## src/rtl/debug_pkg.sv

```systemverilog
// Shared types and constants for the debug-module abstract command logic.
package debug_pkg;

    typedef enum logic [2:0] {
        CMDERR_NONE       = 3'd0,
        CMDERR_BUSY       = 3'd1,
        CMDERR_NOTSUP     = 3'd2,
        CMDERR_EXCEPT     = 3'd3,
        CMDERR_HALTRESUME = 3'd4
    } cmderr_e;

    typedef enum logic [1:0] {
        AC_IDLE,
        AC_ISSUE,
        AC_WAIT,
        AC_DONE
    } ac_state_e;

    localparam logic [15:0] REGNO_CSR_HI = 16'h0FFF;
    localparam logic [15:0] REGNO_GPR_LO = 16'h1000;
    localparam logic [15:0] REGNO_GPR_HI = 16'h101F;
    localparam logic [15:0] REGNO_DCSR   = 16'h07B0;
    localparam logic [15:0] REGNO_DPC    = 16'h07B1;

    localparam int CMD_TYPE_LSB     = 24;
    localparam int CMD_SIZE_LSB     = 20;
    localparam int CMD_POSTEXEC_BIT = 18;
    localparam int CMD_TRANSFER_BIT = 17;
    localparam int CMD_WRITE_BIT    = 16;

    localparam logic [2:0] AARSIZE_32 = 3'd2;

    // CSRs and GPRs form one contiguous window 0x0000..0x101F.
    function automatic logic regno_ok(input logic [15:0] regno);
        return (regno <= REGNO_CSR_HI) ||
               ((regno >= REGNO_GPR_LO) && (regno <= REGNO_GPR_HI));
    endfunction

endpackage

```

## src/rtl/dm_ac_decode.sv

```systemverilog
// Combinational acceptance check of an access-register command word.
module dm_ac_decode
    import debug_pkg::*;
(
    input  logic [31:0] cmd_i,
    input  logic        halted_i,
    output logic        accept_o,
    output logic [2:0]  err_code_o
);

    logic [7:0]  cmdtype;
    logic [2:0]  aarsize;
    logic        postexec;
    logic        transfer;
    logic [15:0] regno;
    logic        notsup;
    logic        unused_bits;

    assign cmdtype     = cmd_i[CMD_TYPE_LSB +: 8];
    assign aarsize     = cmd_i[CMD_SIZE_LSB +: 3];
    assign postexec    = cmd_i[CMD_POSTEXEC_BIT];
    assign transfer    = cmd_i[CMD_TRANSFER_BIT];
    assign regno       = cmd_i[15:0];
    assign unused_bits = ^{cmd_i[23], cmd_i[19], cmd_i[CMD_WRITE_BIT]};

    assign notsup = (cmdtype != 8'd0) || (aarsize != AARSIZE_32) || postexec ||
                    (transfer && !regno_ok(regno));

    always_comb begin
        accept_o   = 1'b0;
        err_code_o = CMDERR_NONE;
        if (notsup)         err_code_o = CMDERR_NOTSUP;
        else if (!halted_i) err_code_o = CMDERR_HALTRESUME;
        else                accept_o   = 1'b1;
    end

endmodule

```

## src/rtl/dm_abstract_cmd_ctrl.sv

```systemverilog
// Abstract-command sequencer: drives dbg_ar_*, owns data0/busy/cmderr.
// Optional DM_AUTOEXEC_EN adds autoexecdata[0] re-issue of the last accepted command.
module dm_abstract_cmd_ctrl
    import debug_pkg::*;
#(
    parameter int READ_LAT = 1
) (
    input  logic        clk_i,
    input  logic        reset_i,
    input  logic        cmd_we_i,
    input  logic [31:0] cmd_i,
    input  logic        data0_we_i,
    input  logic        data0_re_i,
    input  logic [31:0] data0_i,
    output logic [31:0] data0_o,
    input  logic        abscs_we_i,
    input  logic [2:0]  cmderr_clr_i,
    output logic        busy_o,
    output logic [2:0]  cmderr_o,
    input  logic        core_halted_i,
    output logic        dbg_ar_en,
    output logic        dbg_ar_wr,
    output logic [15:0] dbg_ar_ad,
    output logic [31:0] dbg_ar_do,
    input  logic [31:0] dbg_ar_di,
    input  logic        dbg_ar_err_i
`ifdef DM_AUTOEXEC_EN
    ,
    input  logic        autoexec_we_i,
    input  logic        autoexec_i
`endif
);

    ac_state_e   state_q, state_d;
    logic [1:0]  cnt_q, cnt_d;
    logic [31:0] data0_q, data0_d;
    logic [2:0]  cmderr_q, cmderr_d;
    logic [15:0] regno_q, regno_d;
    logic        write_q, write_d;
    logic        busy;
    logic        launch;
    logic [31:0] dec_cmd;
    logic        dec_accept;
    logic [2:0]  dec_err;
`ifdef DM_AUTOEXEC_EN
    logic        autoexec_q, autoexec_d;
    logic [31:0] stored_q, stored_d;
    logic        stored_vld_q, stored_vld_d;
`endif

    assign busy = (state_q != AC_IDLE);

    // Command source: a DMI write wins over an autoexec trigger in the same cycle.
    always_comb begin
        dec_cmd = cmd_i;
        launch  = cmd_we_i;
`ifdef DM_AUTOEXEC_EN
        if (!cmd_we_i && (data0_we_i || data0_re_i) && autoexec_q && stored_vld_q) begin
            dec_cmd = stored_q;
            launch  = 1'b1;
        end
`endif
    end

    dm_ac_decode u_decode (
        .cmd_i      (dec_cmd),
        .halted_i   (core_halted_i),
        .accept_o   (dec_accept),
        .err_code_o (dec_err)
    );

    always_comb begin
        state_d  = state_q;
        cnt_d    = cnt_q;
        data0_d  = data0_q;
        cmderr_d = cmderr_q;
        regno_d  = regno_q;
        write_d  = write_q;
`ifdef DM_AUTOEXEC_EN
        autoexec_d   = autoexec_we_i ? autoexec_i : autoexec_q;
        stored_d     = stored_q;
        stored_vld_d = stored_vld_q;
`endif
        // Clear first so that any error set below in the same cycle wins.
        if (abscs_we_i) cmderr_d = cmderr_q & ~cmderr_clr_i;
        if (busy && (cmd_we_i || data0_we_i || data0_re_i) && (cmderr_q == CMDERR_NONE))
            cmderr_d = CMDERR_BUSY;

        case (state_q)
            AC_IDLE: begin
                if (data0_we_i) data0_d = data0_i;
                if (launch && (cmderr_q == CMDERR_NONE)) begin
                    if (dec_accept) begin
                        regno_d = dec_cmd[15:0];
                        write_d = dec_cmd[CMD_WRITE_BIT];
                        state_d = dec_cmd[CMD_TRANSFER_BIT] ? AC_ISSUE : AC_DONE;
`ifdef DM_AUTOEXEC_EN
                        stored_d     = dec_cmd;
                        stored_vld_d = 1'b1;
`endif
                    end else begin
                        cmderr_d = dec_err;
                    end
                end
            end
            AC_ISSUE: begin
                cnt_d = 2'd0;
                if (!core_halted_i) begin
                    cmderr_d = CMDERR_HALTRESUME;
                    state_d  = AC_DONE;
                end else if (dbg_ar_err_i) begin
                    cmderr_d = CMDERR_EXCEPT;
                    state_d  = AC_DONE;
                end else begin
                    state_d = write_q ? AC_DONE : AC_WAIT;
                end
            end
            AC_WAIT: begin
                if (!core_halted_i) begin
                    cmderr_d = CMDERR_HALTRESUME;
                    state_d  = AC_DONE;
                end else if (cnt_q == 2'(READ_LAT - 1)) begin
                    data0_d = dbg_ar_di;
                    state_d = AC_DONE;
                end else begin
                    cnt_d = cnt_q + 2'd1;
                end
            end
            default: state_d = AC_IDLE;
        endcase
    end

    always_ff @(posedge clk_i) begin
        if (reset_i) begin
            state_q  <= AC_IDLE;
            cnt_q    <= 2'd0;
            data0_q  <= 32'd0;
            cmderr_q <= 3'd0;
            regno_q  <= 16'd0;
            write_q  <= 1'b0;
`ifdef DM_AUTOEXEC_EN
            autoexec_q   <= 1'b0;
            stored_q     <= 32'd0;
            stored_vld_q <= 1'b0;
`endif
        end else begin
            state_q  <= state_d;
            cnt_q    <= cnt_d;
            data0_q  <= data0_d;
            cmderr_q <= cmderr_d;
            regno_q  <= regno_d;
            write_q  <= write_d;
`ifdef DM_AUTOEXEC_EN
            autoexec_q   <= autoexec_d;
            stored_q     <= stored_d;
            stored_vld_q <= stored_vld_d;
`endif
        end
    end

    assign busy_o    = busy;
    assign cmderr_o  = cmderr_q;
    assign data0_o   = data0_q;
    assign dbg_ar_en = (state_q == AC_ISSUE);
    assign dbg_ar_wr = dbg_ar_en & write_q;
    assign dbg_ar_ad = dbg_ar_en ? regno_q : 16'd0;
    assign dbg_ar_do = dbg_ar_en ? data0_q : 32'd0;

endmodule

```

## config.mk

```make
export PLATFORM = sky130hd
export DESIGN_NAME = dm_abstract_cmd_ctrl
export DESIGN_NICKNAME = d
export VERILOG_FILES = /design/src/rtl/debug_pkg.sv /design/src/rtl/dm_ac_decode.sv /design/src/rtl/dm_abstract_cmd_ctrl.sv
export SDC_FILE = /design/constraint.sdc
export NUM_CORES = 1
export LEC_CHECK = 0
export CORE_UTILIZATION = 33
export DETAILED_ROUTE_END_ITERATION = 12
export PLACE_DENSITY_LB_ADDON = 0.2
export SKIP_LAST_GASP = 1
export SLEW_MARGIN = 10
export SYNTH_ARGS = -nofsm -noshare
export SYNTH_HDL_FRONTEND = slang
export SYNTH_SLANG_ARGS = --single-unit
```

## constraint.sdc

```tcl
create_clock -name clk_i -period 2 [get_ports clk_i]
set_clock_uncertainty 0.15 [all_clocks]
set_input_delay 0.6 -clock clk_i [delete_from_list [all_inputs] [get_ports clk_i]]
set_output_delay 0.6 -clock clk_i [all_outputs]
set_load 0.1 [all_outputs]
```

* Word level (Yosys, flattened, before mapping)
Cells that the tools add are included.
Widths: inputs -> output; s select.
** Word-level totals
- Bits in registers :: 56
- Input port bits :: 107
- Output and inout port bits :: 86
- Logic and storage cells :: 76
** Cells by class
- Add/sub/neg operators :: 1
- Order comparisons :: 3
- Eq/ne operators :: 10
- Muxes and demuxes :: 30
- Bitwise operators :: 3
- Reduce and logical (&&, ||, !) cells :: 23
** Operator list (count)
- $mux 32 :: 4
- $pmux 32 s2 :: 1
- $mux 3 :: 9
- $ge 16x13->1 const B :: 1
- $le 16x12->1 const B :: 1
- $le 16x13->1 const B :: 1
- $mux 16 :: 1
- $mux 2 :: 7
- $ne 2x2->1 const B :: 6
- $pmux 3 s3 :: 1
- $reduce_and 3->1 :: 3
- $reduce_bool 8->1 :: 1
- $logic_or 1x1->1 :: 6
- $pmux 2 s3 :: 1
- $reduce_bool 2->1 :: 3
- $logic_and 1x1->1 :: 5
- $mux 1 :: 5
- $logic_not 2->1 :: 2
- $pmux 2 s2 :: 1
- $reduce_and 4->1 :: 1
- $and 3x3->3 :: 1
- $logic_not 3->1 :: 1
- $ne 3x2->1 const B :: 1
- $ne 3x3->1 const B :: 1
- other kinds (6) :: 6

* Longest topological paths before layout
- Word-level depth :: 10
- Gate-level depth with buffers :: 9
- Gate-level depth less buffers :: 6

* By module
Synthesis repeated with hierarchy kept, for this count alone.
** Unflattened totals
- Cell total of the unflattened synthesis :: 353
- Area total of the unflattened synthesis :: 2969.1 um2
** Modules (own cells, without submodules)
- dm_abstract_cmd_ctrl :: times used 1, cells each 338, area an instance 2861.5 um2, sequential area each 1121.1 um2
- dm_ac_decode :: times used 1, cells each 15, area an instance 107.6 um2, sequential area each 0.0 um2

* Worst setup path after synthesis
Ideal clock, no wire load.
- Path type :: reg2out
- Start point :: register state_q[1]
- End point :: output dbg_ar_ad[0]
- Arrival :: 2.506 ns
- Data required time :: 1.250 ns
- Slack :: -1.256 ns
- Cell stages (with the launch flop) :: 6
- Buffers on the path :: 2
- Cell sequence :: dfxtp_1 > inv_1 > ha_1 > clkbuf_1 > clkbuf_1 > and2_1
** On the way
- Longest elaborated chain between the ends :: 2
** RTL lines
- start, declared :: RTL line dm_abstract_cmd_ctrl.sv:34 : ac_state_e state_q, state_d;
- start signal, assigned :: RTL line dm_abstract_cmd_ctrl.sv:147 : state_q <= state_d;
- $eq 2x1->1 :: RTL line dm_abstract_cmd_ctrl.sv:164 : assign dbg_ar_en = (state_q == AC_ISSUE);
- net dbg_ar_en :: RTL line dm_abstract_cmd_ctrl.sv:21 : output logic dbg_ar_en,
- $mux 16 :: RTL line dm_abstract_cmd_ctrl.sv:166 : assign dbg_ar_ad = dbg_ar_en ? regno_q : 16'd0;
- end, declared :: RTL line dm_abstract_cmd_ctrl.sv:23 : output logic [15:0] dbg_ar_ad,
The timed path passes the listed nets, and every way through them passes these cells.

* Final worst setup path
- Start point :: register state_q[1]
- End point :: output dbg_ar_do[23]
** On the way
- Longest elaborated chain between the ends :: 2
** RTL lines
- $eq 2x1->1 :: RTL line dm_abstract_cmd_ctrl.sv:164
- $mux 32 :: RTL line dm_abstract_cmd_ctrl.sv:167 : assign dbg_ar_do = dbg_ar_en ? data0_q : 32'd0;
- end, declared :: RTL line dm_abstract_cmd_ctrl.sv:24 : output logic [31:0] dbg_ar_do,
Every way passes these cells.

==> results.toml <==
[critical_path]
cp-endpoint = "dbg_ar_do[23]"
worstSetupPathType = "flip-flop to output port"
critPathRequiredTime_ps = 1250
rr_startpoint = "cmderr_o[0]"
start_kind = "flip-flop"
arrival_ps = 1450
crit_chain = "inv_2, ha_4, buf_12, and2_4, buf_12"
slowest_stage = "dfxtp_2"
ff2ff_path_depth = 7
startpoint = "state_q[1]"
rrSetupSlack_ps = 90
rr_endpoint = "regno_q[10]"
endpoint_kind = "output port"
cpMostUsedCell = "buf_12"
worstPathMaxFanout = 28
slowest_delay_ps = 350

[clock_network]
cts_tree = "done"
holdBufCountCts = 0
cts_root_buffer = "clkbuf_8"
htreeDepth = 2
max-clock-path-buffers = 2
cts_buffers = 5
cts.clk_slew.worst_paths_ps = 100
clock-sinks = 56
insertion_delay_ps = 300

[layout]
fin_nets = 637
regArea_mm2 = 0.00117
final_util_pct = 72.5
drive_gt1_share_pct = 43.9
multi_input_area_mm2 = 0.00192
areaGrowthSynthToFinish_pct = 113
fin_cells = 635
layout_commonest_cell = "buf_12"
num-fill-cells = 625
mostFrequentLayoutCells = "90 x buf_12, 77 x clkdlybuf4s50_1, 55 x nor2_1"

[pwr]
p_per_area_mw_per_mm2 = 1150
peakVddDrop_mv = 0.766
p_leak_nw = 2.42
totalPowerFinal_w = 0.00722

[floorplanning]
start_util_pct = 34.0
die_w_um = 96.6
ios = 193
fp.coreArea_mm2 = 0.00868
die-area_mm2 = 0.00932
die_h_um = 96.6
placementRows = 34

[synth]
synth_seq_cells = 56
ys.warnings.count = 0
yosysSeqAreaShare_pct = 38.0
syn_area_mm2 = 0.00295
yosys.cell_types.count = 35
synthCells = 331
synth_nets = 443
avgSynthCellArea_um2 = 8.91

[flow_run]
drv_cap = 0

[global_route]
grt_max_degree = 37
antenna_found_initial = 1
grt_usage_pct = 20.7
grt_pass1_wl_mm = 14.7
grt-ovfl-total = 0
grt_pass1_vias = 3065

[run_status]
failed_checks = "negative setup slack"
outcome = "finished with violations"

[timing]
fin_crit_sh_pct = 110
fmax_mhz = 454
setup_viol_count_final = 56
final.min_clock_period_ps = 2200
slew_headroom_pct = 77.0
hold_viol = 0
tightest_slew_ps = 342
timing.final.ws_setup_ps = -202
drv_slew = 0
rsz0062_at_grt = "true"

[routing]
vias = 3113
drc_errors = 0
firstDrtPassIters = 4
drt_wl_total_mm = 9.81
drt_iter0_drc = 85
viasPerCell = 4.90
wire_per_inst_um = 15.4
ant_nets = 0

[place]
place_congestion = 0.854
hpwl_mm = 7.81
portBuffers = 190
dpl.cell_count = 624

[worst_hold_path]
min_path_type = "flip-flop to flip-flop"
report_power, final:
part | total (W) | internal [W] | switching, W
Sequential | 0.00168 | 0.00138 | 0.000295
Clock | 0.000637 | 0.000284 | 0.000353
Combinational | 0.00491 | 0.00187 | 0.00304
Total | 0.00722 | 0.00354 | 0.00369
cell usage after synthesis, drive strengths merged:
master	n	area share, %
o31a	2	0.59
inv	7	0.89
ha	5	2.1
nand2b	3	0.64
nand3b	1	0.25
dfxtp	56	38
a221oi	1	0.30
clkbuf	15	1.9
nor2	55	7.0
nor3b	2	0.51
a211oi	34	8.7
a31oi	1	0.21
a21oi	5	0.98
o21ai	5	0.85
a311oi	1	0.30
o31ai	1	0.25
a22oi	1	0.25
nor3	3	0.51
buf	10	2.4
mux2i	53	18
and2	49	10
o311ai	1	0.30
nand2	8	1.0
a41oi	1	0.30
a21boi	1	0.25
nand3	3	0.68
o221ai	1	0.30
nor4	4	1.1
nor4b	2	1.1
repair_timing:
action	CTS	global route
pin swaps	8	10
gates resized for setup	32	40
gates cloned	1	0
endpoints found under the setup margin	73	85
buffers inserted	2	1
cells by family (layout without fill, tap and decap cells):
logic type      count (synthesis)  count (layout)  share of synthesized area, %
flops                          56              56                          38.0
fa+ha+maj                       5               5                          2.12
simple gates                  130             130                          23.2
compound gates                 55              55                          13.5
buf+inv                        32             227                          5.22
mux                            53              53                          18.0
other cells                     0               1                             0
through the flow:
stage                     hold WS (ps)  setup TNS (ps)  cell area [um^2]  setup slack (ps)
after floorplan                    312           -8920              3220              -177
after global placement             325          -16930              6160              -551
after detailed placement           338          -19190              6160              -622
after CTS                          361          -10890              6310              -216
after global routing               383          -13280              6290              -273
final                              362           -9570              6290              -202
worst min path at each step:
stage,startpoint,end,depth (start not counted)
floorplan,regno_q[2],regno_q[2],2
finish,regno_q[14],regno_q[14],2
global placement,regno_q[2],regno_q[2],2
detailed placement,regno_q[14],regno_q[14],2
CTS,regno_q[0],regno_q[0],2
global route,regno_q[3],regno_q[3],2
per-layer routing:
metal	GRT usage [%]	vias up	share of wire [%]
met5	0	-	0
met2	37.7	145	52
met4	6.00	0	1.7
met1	22.7	1411	36
met3	6.89	13	9.7
li1	-	1544	-
layout make-up:
type                       instances  area share (%)
timing repair buffer             212            46.8
multi-input combinational        243            30.5
sequential                        56            18.6
tap                              108            2.15
clock buffer                       8            1.43
inverter                           7           0.478
antenna                            1          0.0398
worst max-delay path, delay by kind of cell, from the launching register on:
kind | cells | cell delay (ps)
buffers and inverters | 3 | 430
flip-flops | 1 | 350
AND/OR/NAND/NOR | 1 | 180
adder cells (fa/ha/maj) | 1 | 170
state kept, by name, indices dropped and copies added (netlist names):
register  cells
write_q       1
data0_o      32
cmderr_o      3
cnt_q         2
state_q       2
regno_q      16
No activity file was read; power rests on OpenSTA's default activity.
